===== src/rtl/evr_pulse_capture_if.sv =====
// evr_pulse_capture_if: control, SERDES input and result bundle for evr_pulse_capture
//  master: drives arm/continuous/triggerStrobe/serdesPattern, observes status and results
//  slave : the capture block itself
//  arm, continuous, triggerStrobe  control from the event/CSR side
//  serdesPattern                   deserialized input word, bit 0 earliest
//  busy, armed, resultStrobe       status
//  resultDelay/First/Width/Last    measured pulse in outputDriver encoding
//  timeout, overflow, missCount    result flags and missed-trigger counter
interface evr_pulse_capture_if #(
  parameter int SERDES_WIDTH       = 4,
  parameter int COARSE_DELAY_WIDTH = 22,
  parameter int COARSE_WIDTH_WIDTH = 22,
  parameter int MISS_COUNT_WIDTH   = 8
);
  logic                          arm;
  logic                          continuous;
  logic                          triggerStrobe;
  logic [SERDES_WIDTH-1:0]       serdesPattern;
  logic                          busy;
  logic                          armed;
  logic                          resultStrobe;
  logic [COARSE_DELAY_WIDTH-1:0] resultDelay;
  logic [SERDES_WIDTH-1:0]       resultFirst;
  logic [COARSE_WIDTH_WIDTH-1:0] resultWidth;
  logic [SERDES_WIDTH-1:0]       resultLast;
  logic                          timeout;
  logic                          overflow;
  logic [MISS_COUNT_WIDTH-1:0]   missCount;
  modport master (
    output arm, continuous, triggerStrobe, serdesPattern,
    input  busy, armed, resultStrobe, resultDelay, resultFirst, resultWidth, resultLast,
           timeout, overflow, missCount
  );
  modport slave (
    input  arm, continuous, triggerStrobe, serdesPattern,
    output busy, armed, resultStrobe, resultDelay, resultFirst, resultWidth, resultLast,
           timeout, overflow, missCount
  );
endinterface


===== src/rtl/evr_pulse_capture.sv =====
// evr_pulse_capture: measures the first pulse after each trigger on a SERDES word stream
//  evrClk    sole clock, rising edge
//  evrReset  asynchronous active-high reset
//  bus       evr_pulse_capture_if.slave: control/input words in, status and results out
//  Results use outputDriver's encoding: coarse word delay/width plus first/last edge words.
module evr_pulse_capture #(
  parameter int SERDES_WIDTH       = 4,
  parameter int COARSE_DELAY_WIDTH = 22,
  parameter int COARSE_WIDTH_WIDTH = 22,
  parameter int MISS_COUNT_WIDTH   = 8
) (
  input logic           evrClk,
  input logic           evrReset,
  evr_pulse_capture_if.slave bus
);
  localparam int SW = SERDES_WIDTH;
  localparam int DW = COARSE_DELAY_WIDTH;
  localparam int WW = COARSE_WIDTH_WIDTH;
  localparam int MW = MISS_COUNT_WIDTH;
  localparam logic [2:0] IDLE  = 3'd0;
  localparam logic [2:0] ARMED = 3'd1;
  localparam logic [2:0] SEEK  = 3'd2;
  localparam logic [2:0] HIGH  = 3'd3;
  localparam logic [2:0] DONE  = 3'd4;
  logic [2:0]    state_q, state_d;
  logic [DW-1:0] kcnt_q, kcnt_d, dly_q, dly_d, rdly_q, rdly_d;
  logic [WW-1:0] wcnt_q, wcnt_d, rwidth_q, rwidth_d;
  logic [SW-1:0] first_q, first_d, rfirst_q, rfirst_d, rlast_q, rlast_d;
  logic          timeout_q, timeout_d, overflow_q, overflow_d;
  logic [MW-1:0] miss_q, miss_d;
  logic [SW-1:0] w;
  logic [DW-1:0] k;
  logic          busy, seek, rise, fin_seek, fin_high, fin;
  assign w    = bus.serdesPattern;
  assign busy = (state_q == SEEK) | (state_q == HIGH) | (state_q == DONE);
  // The trigger cycle itself is word k=0 and runs the seek logic.
  assign seek = (state_q == SEEK) | ((state_q == ARMED) & bus.triggerStrobe);
  assign k    = (state_q == SEEK) ? kcnt_q : '0;
  assign rise = |w;
  // A rising word with a low MSB already contains the falling edge.
  assign fin_seek = seek & (rise ? ~w[SW-1] : &k);
  assign fin_high = (state_q == HIGH) & (~&w | &wcnt_q);
  assign fin      = fin_seek | fin_high;
  always_comb begin
    state_d = state_q;
    case (state_q)
      IDLE:        state_d = (bus.arm | bus.continuous) ? ARMED : IDLE;
      ARMED, SEEK: state_d = !seek ? state_q : fin ? DONE : rise ? HIGH : SEEK;
      HIGH:        state_d = fin ? DONE : HIGH;
      DONE:        state_d = bus.continuous ? ARMED : IDLE;
      default:     state_d = IDLE;
    endcase
  end
  // The terminating word is always the reported last word: zero on timeout,
  // all-ones on overflow, the partial word otherwise.
  always_comb begin
    kcnt_d     = seek ? k + DW'(1) : kcnt_q;
    wcnt_d     = seek ? WW'(1) : (state_q == HIGH) ? wcnt_q + WW'(1) : wcnt_q;
    dly_d      = (seek & rise) ? k : dly_q;
    first_d    = (seek & rise) ? w : first_q;
    rdly_d     = fin ? (seek ? k : dly_q) : rdly_q;
    rfirst_d   = fin ? (seek ? w : first_q) : rfirst_q;
    rwidth_d   = fin ? (seek ? '0 : wcnt_q) : rwidth_q;
    rlast_d    = fin ? w : rlast_q;
    timeout_d  = fin ? (seek & ~rise) : timeout_q;
    overflow_d = fin ? ((state_q == HIGH) & &w) : overflow_q;
    miss_d     = (busy & bus.triggerStrobe & ~&miss_q) ? miss_q + MW'(1) : miss_q;
  end
  always_ff @(posedge evrClk or posedge evrReset) begin
    if (evrReset) begin
      state_q    <= IDLE;
      kcnt_q     <= '0;
      wcnt_q     <= '0;
      dly_q      <= '0;
      first_q    <= '0;
      rdly_q     <= '0;
      rfirst_q   <= '0;
      rwidth_q   <= '0;
      rlast_q    <= '0;
      timeout_q  <= 1'b0;
      overflow_q <= 1'b0;
      miss_q     <= '0;
    end else begin
      state_q    <= state_d;
      kcnt_q     <= kcnt_d;
      wcnt_q     <= wcnt_d;
      dly_q      <= dly_d;
      first_q    <= first_d;
      rdly_q     <= rdly_d;
      rfirst_q   <= rfirst_d;
      rwidth_q   <= rwidth_d;
      rlast_q    <= rlast_d;
      timeout_q  <= timeout_d;
      overflow_q <= overflow_d;
      miss_q     <= miss_d;
    end
  end
  assign bus.busy         = busy;
  assign bus.armed        = state_q == ARMED;
  assign bus.resultStrobe = state_q == DONE;
  assign bus.resultDelay  = rdly_q;
  assign bus.resultFirst  = rfirst_q;
  assign bus.resultWidth  = rwidth_q;
  assign bus.resultLast   = rlast_q;
  assign bus.timeout      = timeout_q;
  assign bus.overflow     = overflow_q;
  assign bus.missCount    = miss_q;
endmodule


===== src/flat_wrapper.sv =====
// flat-port wrapper written by rule: the top's interface ports become plain ports
module evr_pulse_capture_flat 
#(
  parameter int SERDES_WIDTH       = 4,
  parameter int COARSE_DELAY_WIDTH = 22,
  parameter int COARSE_WIDTH_WIDTH = 22,
  parameter int MISS_COUNT_WIDTH   = 8
)
  (evrClk, evrReset, bus_arm, bus_continuous, bus_triggerStrobe, bus_serdesPattern, bus_busy, bus_armed, bus_resultStrobe, bus_resultDelay, bus_resultFirst, bus_resultWidth, bus_resultLast, bus_timeout, bus_overflow, bus_missCount);
  evr_pulse_capture_if #(.SERDES_WIDTH(SERDES_WIDTH), .COARSE_DELAY_WIDTH(COARSE_DELAY_WIDTH), .COARSE_WIDTH_WIDTH(COARSE_WIDTH_WIDTH), .MISS_COUNT_WIDTH(MISS_COUNT_WIDTH)) bus_i ();
  input logic evrClk;
  input logic evrReset;
  input wire logic [$bits(bus_i.arm)-1:0] bus_arm;
  input wire logic [$bits(bus_i.continuous)-1:0] bus_continuous;
  input wire logic [$bits(bus_i.triggerStrobe)-1:0] bus_triggerStrobe;
  input wire logic [$bits(bus_i.serdesPattern)-1:0] bus_serdesPattern;
  output wire logic [$bits(bus_i.busy)-1:0] bus_busy;
  output wire logic [$bits(bus_i.armed)-1:0] bus_armed;
  output wire logic [$bits(bus_i.resultStrobe)-1:0] bus_resultStrobe;
  output wire logic [$bits(bus_i.resultDelay)-1:0] bus_resultDelay;
  output wire logic [$bits(bus_i.resultFirst)-1:0] bus_resultFirst;
  output wire logic [$bits(bus_i.resultWidth)-1:0] bus_resultWidth;
  output wire logic [$bits(bus_i.resultLast)-1:0] bus_resultLast;
  output wire logic [$bits(bus_i.timeout)-1:0] bus_timeout;
  output wire logic [$bits(bus_i.overflow)-1:0] bus_overflow;
  output wire logic [$bits(bus_i.missCount)-1:0] bus_missCount;
  assign bus_i.arm = bus_arm;
  assign bus_i.continuous = bus_continuous;
  assign bus_i.triggerStrobe = bus_triggerStrobe;
  assign bus_i.serdesPattern = bus_serdesPattern;
  assign bus_busy = bus_i.busy;
  assign bus_armed = bus_i.armed;
  assign bus_resultStrobe = bus_i.resultStrobe;
  assign bus_resultDelay = bus_i.resultDelay;
  assign bus_resultFirst = bus_i.resultFirst;
  assign bus_resultWidth = bus_i.resultWidth;
  assign bus_resultLast = bus_i.resultLast;
  assign bus_timeout = bus_i.timeout;
  assign bus_overflow = bus_i.overflow;
  assign bus_missCount = bus_i.missCount;
  evr_pulse_capture #(.SERDES_WIDTH(SERDES_WIDTH), .COARSE_DELAY_WIDTH(COARSE_DELAY_WIDTH), .COARSE_WIDTH_WIDTH(COARSE_WIDTH_WIDTH), .MISS_COUNT_WIDTH(MISS_COUNT_WIDTH)) u_core (.evrClk(evrClk), .evrReset(evrReset), .bus(bus_i));
endmodule

===== config.mk =====
export PLATFORM = sky130hd
export DESIGN_NAME = evr_pulse_capture_flat
export DESIGN_NICKNAME = d
export VERILOG_FILES = /design/src/rtl/evr_pulse_capture_if.sv /design/src/rtl/evr_pulse_capture.sv /design/src/flat_wrapper.sv
export SDC_FILE = /design/constraint.sdc
export NUM_CORES = 1
export LEC_CHECK = 0
export CAP_MARGIN = 20
export CORE_MARGIN = 3
export CORE_UTILIZATION = 40
export CTS_CLUSTER_SIZE = 16
export DETAILED_ROUTE_END_ITERATION = 8
export DONT_BUFFER_PORTS = 1
export PLACE_DENSITY = 0.56
export RECOVER_POWER = 100
export SYNTH_ARGS = -nofsm -noshare
export SYNTH_HDL_FRONTEND = slang
export SYNTH_SLANG_ARGS = --single-unit

===== constraint.sdc =====
create_clock -name evrClk -period 13.2 [get_ports evrClk]
set_input_delay 2.64 -clock evrClk [delete_from_list [all_inputs] [get_ports evrClk]]
set_output_delay 2.64 -clock evrClk [all_outputs]
set_load 0.03 [all_outputs]

# Word-level counts from Yosys, hierarchy flattened
# Cells that the tools add are included.
[op_classes] n_addsub=3 n_eq_ne=5 muxes=14 n_bitwise=16 reduce_logical=10
[ops] op="2-to-1 mux 22 bit" count=5
[ops] op="adder 22 x 1 -> 22 bit, second input constant" count=2
[ops] op="AND reduction 22 bit" count=2
[ops] op="case mux 3 bit (4 select lines)" count=1
[ops] op="2-to-1 mux 3 bit" count=3
[ops] op="adder 8 x 1 -> 8 bit, second input constant" count=1
[ops] op="bitwise AND 1 bit" count=8
[ops] op="AND reduction 8 bit" count=1
[ops] op="equality test 3 x 2 -> 1 bit, second input constant" count=2
[ops] op="bitwise OR 1 bit" count=6
[ops] op="2-to-1 mux 1 bit" count=4
[ops] op="2-to-1 mux 4 bit" count=1
[ops] op="AND reduction 4 bit" count=1
[ops] op="OR reduction 4 bit" count=1
[ops] op="equality test 3 x 1 -> 1 bit, second input constant" count=1
[ops] op="equality test 3 bit, second input constant" count=1
[ops] op="logical NOT 3 bit" count=1
[ops] op="logical NOT 1 bit" count=2
[ops] op="!= test 2 x 1 -> 1 bit, second input constant" count=1
[ops] op="inverter 1 bit" count=2
[ops] op="nonzero test 2 bit" count=1
[ops] op="OR reduction 2 bit" count=1
[word_totals] regBits=135 out_inout_bits=65 elab_cells=60

# Logic depth before layout (Yosys ltp)
[depth] word_depth=9 mapped_depth=13

# Least setup slack after synthesis
# No wires, ideal clock.
[synth_timing] kind="input -> register" startpoint="input port bus_serdesPattern[2]" endpoint="register u_core.rdly_q[0], in the netlist u_core.bus.resultDelay[0]" setup_time_ps=125 arrival_time_ps=4164 required_ps=13075 setup_slack_ps=8911 cell_stages=7 path_buffers=2 path_cell_list="or4_4 -> o21ai_2 -> nor2_1 -> a211o_4 -> buf_12 -> buf_12 -> mux2_4"
[synth_via] elab_chain_cells=5 word_cells_on_any_way=8
[synth_lines] item="start, declared" line="flat_wrapper.sv:16" rtl="input wire logic [$bits(bus_i.serdesPattern)-1:0] bus_serdesPattern;"
[synth_lines] item="AND reduction 4 bit" line="evr_pulse_capture.sv:42" rtl="assign fin_high = (state_q == HIGH) & (~&w | &wcnt_q);"
[synth_lines] item="logical NOT 1 bit" line="evr_pulse_capture.sv:42"
[synth_lines] item="bitwise OR 1 bit" line="evr_pulse_capture.sv:42"
[synth_lines] item="bitwise AND 1 bit" line="evr_pulse_capture.sv:42"
[synth_lines] item="bitwise OR 1 bit (*)" line="evr_pulse_capture.sv:43" rtl="assign fin = fin_seek | fin_high;"
[synth_lines] item="end signal, assigned" line="evr_pulse_capture.sv:89" rtl="rdly_q <= rdly_d;"
[synth_lines] item="end, declared" line="evr_pulse_capture.sv:26" rtl="logic [DW-1:0] kcnt_q, kcnt_d, dly_q, dly_d, rdly_q, rdly_d;"
# Mark *: on every way between the ends. The rest lies on a longest branch, timed or not.
# A chain may end at the register's enable or synchronous reset.

==> flow_metrics.py <==
metrics = {
    "place": {
        "io_buffers": 0,
        "gp_congestion": 0.779,
        "dpl_cell_area_sq_mm": 0.00632,
        "pre_cts_ws_ps": 8100,
        "dp_hpwl_microns": 8350,
    },
    "die": {
        "die_y_microns": 131,
        "fp.dieArea_sq_mm": 0.0171,
        "initial_core_util_pct": 41.9,
        "die_w_microns": 131,
        "num_rows": 44,
        "io_pins": 74,
        "coreArea_sq_mm": 0.0149,
    },
    "sta": {
        "slew_violations": 277,
        "worst_pin_slew_ps": 3630,
        "tns_ps": 0,
        "hold_slack_ps": 476,
        "setup_viol": 0,
        "report.final.hold_viol_count": 0,
        "period_needed_ps": 7320,
        "max_freq_mhz": 137,
        "clock_skew_ps": 7.22,
        "slew_headroom_pct": -142,
        "rsz0062_at_grt": "false",
        "fin_ws_ps": 5880,
        "min_period_over_period_pct": 55.4,
    },
    "clock_tree": {
        "htreeDepth": 4,
        "clock_path_buffers": 2,
        "cts-root-buf": "clkbuf_16",
        "path_clk_slew_ps": 60,
        "postCtsSetupRepairBufs": 0,
        "clkSinkCount": 135,
        "cts_tree": "built",
        "cts_hold_buf": 0,
        "insertion_delay_ps": 410,
        "cts_repair_resize_count": 0,
        "cts_made_buffers": 17,
    },
    "synthesis": {
        "ys_ff_latch": 135,
        "synth_top_area_share_pct": 54.3,
        "synthFlopType": "dfrtp_1",
        "netlist_top_cells_area": "dfrtp_1, nand2_1, mux2_2",
        "async_reset_ff_share_pct": 100,
        "postSynthCellCount": 607,
        "yosysTopAreaCell": "dfrtp_1",
        "avgSynthCellArea_sq_um": 10.2,
        "ys_seq_area_share_pct": 54.3,
        "synthesis.area_sq_mm": 0.00622,
        "syn_nets": 619,
        "synth-edff-count": 0,
        "synthDistinctLibCells": 46,
        "ys.warnings.count": 0,
    },
    "setup_path": {
        "cp_top_family": "buffers and inverters",
        "start_kind": "input pin",
        "cp-endpoint": "u_core.kcnt_q[19]$_DFFE_PP0N_",
        "reg2reg_to": "u_core.bus.timeout$_DFFE_PP0P_",
        "worstSetupPathType": "in -> async",
        "reg2reg_slack_ps": 8460,
        "crit_start": "evrReset",
        "end_kind": "asynchronous set/reset pin",
        "crit_chain": "clkinvlp_2 -> clkbuf_1",
        "path_depth": 2,
        "critPathMaxStageDelay_ps": 2650,
        "path_buf_inv": 2,
        "cp_data_required_time_ps": 12890,
        "crit_arrival_ps": 7000,
        "cp_slowest_cell": "clkbuf_1",
        "r2r-start": "u_core.state_q[1]$_DFFE_PP0P_",
        "rr_worst_depth": 6,
        "cp_max_fo": 68,
    },
    "run_status": {
        "violations": "capacitance limit, slew limit",
        "outcome": "finished with violations",
    },
    "routing": {
        "firstDrtPassIters": 4,
        "drt_wl_total_microns": 12700,
        "drt_iter0_drc": 211,
        "vias": 4082,
        "routed_via_density": 5.10,
        "antenna_left": 0,
        "wl_per_cell_microns": 15.8,
        "drcViolationCount": 0,
    },
    "layout": {
        "drive_above_1_share_pct": 11.7,
        "final_area_sq_mm": 0.00687,
        "nNetsFinal": 617,
        "syn_to_final_growth_pct": 10.5,
        "diodes": 0,
        "utilization_pct": 46.2,
    },
    "pwr": {
        "p_per_area_mw_per_mm2": 192,
        "clkPwrFrac_pct": 35.5,
        "p_seq_share_pct": 42.5,
        "internal-power_w": 0.000867,
        "p_sw_share_pct": 34.1,
        "switchingPower_w": 0.000449,
        "peakVddDrop_mv": 0.128,
        "p_comb_share_pct": 22.0,
        "leakagePower_nw": 3.07,
    },
    "global_route": {
        "grt_pass1_vias": 4129,
        "grt_antenna_before_repair": 0,
        "track_usage_pct": 16.2,
        "grt_overflow": 0,
        "grt_pass1_wl_microns": 21600,
        "grt_max_degree": 69,
    },
    "worst_hold_path": {
        "hold_path.startpoint": "u_core.dly_q[10]$_DFFE_PP0P_",
        "hold_class": "reg -> reg",
    },
    "job": {
        "maxCapViolCount": 5,
    },
}
-- state kept, by name, summed over array words and instances (netlist names), 3 cells and up --
| name | count |
|---|---|
| u_core.bus.resultFirst | 4 |
| u_core.state_q | 3 |
| u_core.dly_q | 22 |
| u_core.first_q | 4 |
| u_core.bus.missCount | 8 |
| u_core.kcnt_q | 22 |
| u_core.bus.resultDelay | 22 |
| u_core.bus.resultWidth | 22 |
| u_core.bus.resultLast | 4 |
| u_core.wcnt_q | 22 |
-- worst min path at each step --
stage	to	cells past startpoint
5_1_grt	u_core.dly_q[2]$_DFFE_PP0P_	2
6_report	u_core.dly_q[10]$_DFFE_PP0P_	2
3_5_place_dp	u_core.dly_q[12]$_DFFE_PP0P_	2
3_3_place_gp	u_core.dly_q[10]$_DFFE_PP0P_	2
4_1_cts	u_core.dly_q[7]$_DFFE_PP0P_	2
2_1_floorplan	u_core.dly_q[2]$_DFFE_PP0P_	2
-- placed cells by master, fill, tap and decap left out, types with 2 or more instances in the layout --
cell type	n
nand2_1	147
dfrtp_1	135
nor2_1	38
mux2_2	33
inv_1	28
o21ai_0	25
xnor2_1	23
mux2i_1	22
nand3_1	20
xor2_1	20
clkbuf_16	17
nand4_1	12
clkbuf_1	9
a21oi_1	8
nor3_1	8
nor4_1	7
and3_1	6
clkinv_2	6
mux2_1	5
a22o_1	4
nor3b_1	3
and4_1	3
and2_1	3
or3_1	3
ha_1	3
bufinv_16	3
or2_2	2
buf_4	2
-- power by group through the flow --
stage | logic [W] | clock network, W | registers [W]
4_1_cts | 0.000296 | 0.000481 | 0.000559
3_3_place_gp | 0.000288 | 0 | 0.000564
5_1_grt | 0.000326 | 0.000500 | 0.000568
3_5_place_dp | 0.000296 | 0 | 0.000566
2_1_floorplan | 0.000274 | 0 | 0.000545
6_report | 0.000289 | 0.000468 | 0.000559
-- area by class of cell --
type                       count  area (sq um)
inverter                      29           110
tap                          184           230
clock buffer                  21           450
fill                        1405          7990
sequential                   135          3380
multi-input combinational    414          2540
timing repair buffer           8          37.5
clock inverter                10           129
-- synth_stat cells (2+ instances only) --
master and count:
mux2i_1 22, xnor2_1 23, inv_1 29, nand2_1 147, nor2_1 39, buf_12 2, buf_2 4, or3_1 3
buf_1 3, and3_1 6, nor3b_1 3, ha_1 3, mux2_2 33, o21ai_0 24, mux2_4 5, dfrtp_1 135
or4_4 2, xor2_1 20, nand3_1 20, nor4_1 7, a21oi_1 8, buf_6 2, and2_1 3, nand4_1 12
a22o_1 4, nor3_1 8, and4_1 3, buf_4 2, clkbuf_1 16, or2_2 3
-- kinds of logic (layout without fill, tap and decap cells) --
group / count (synthesis) / count (layout) / synth area share (%)
AO/OA/AOI/OAI: 42 / 42 / 4.24
XOR/XNOR: 43 / 43 / 6.05
adder cells (fa/ha/maj): 4 / 4 / 0.764
buffers and inverters: 58 / 68 / 4.46
flip-flops: 135 / 135 / 54.3
multiplexers: 60 / 60 / 10.7
AND/OR/NAND/NOR: 265 / 265 / 19.4
-- per-layer routing --
layer	share of wire (%)	up-vias	track usage, %
li1	-	2012	-
met1	47	1984	21.8
met2	47	69	24.7
met3	4.2	17	4.51
met4	1.8	0	6.72
met5	0	-	0
-- per-stage QoR --
stage / power, W / std cells
final: 0.00132 / 801
after global placement: 0.000853 / 766
after global routing: 0.00139 / 801
after CTS: 0.00134 / 797
after floorplan: 0.000819 / 607
after detailed placement: 0.000862 / 766
Note: power is estimated with default switching activity, not from simulation.
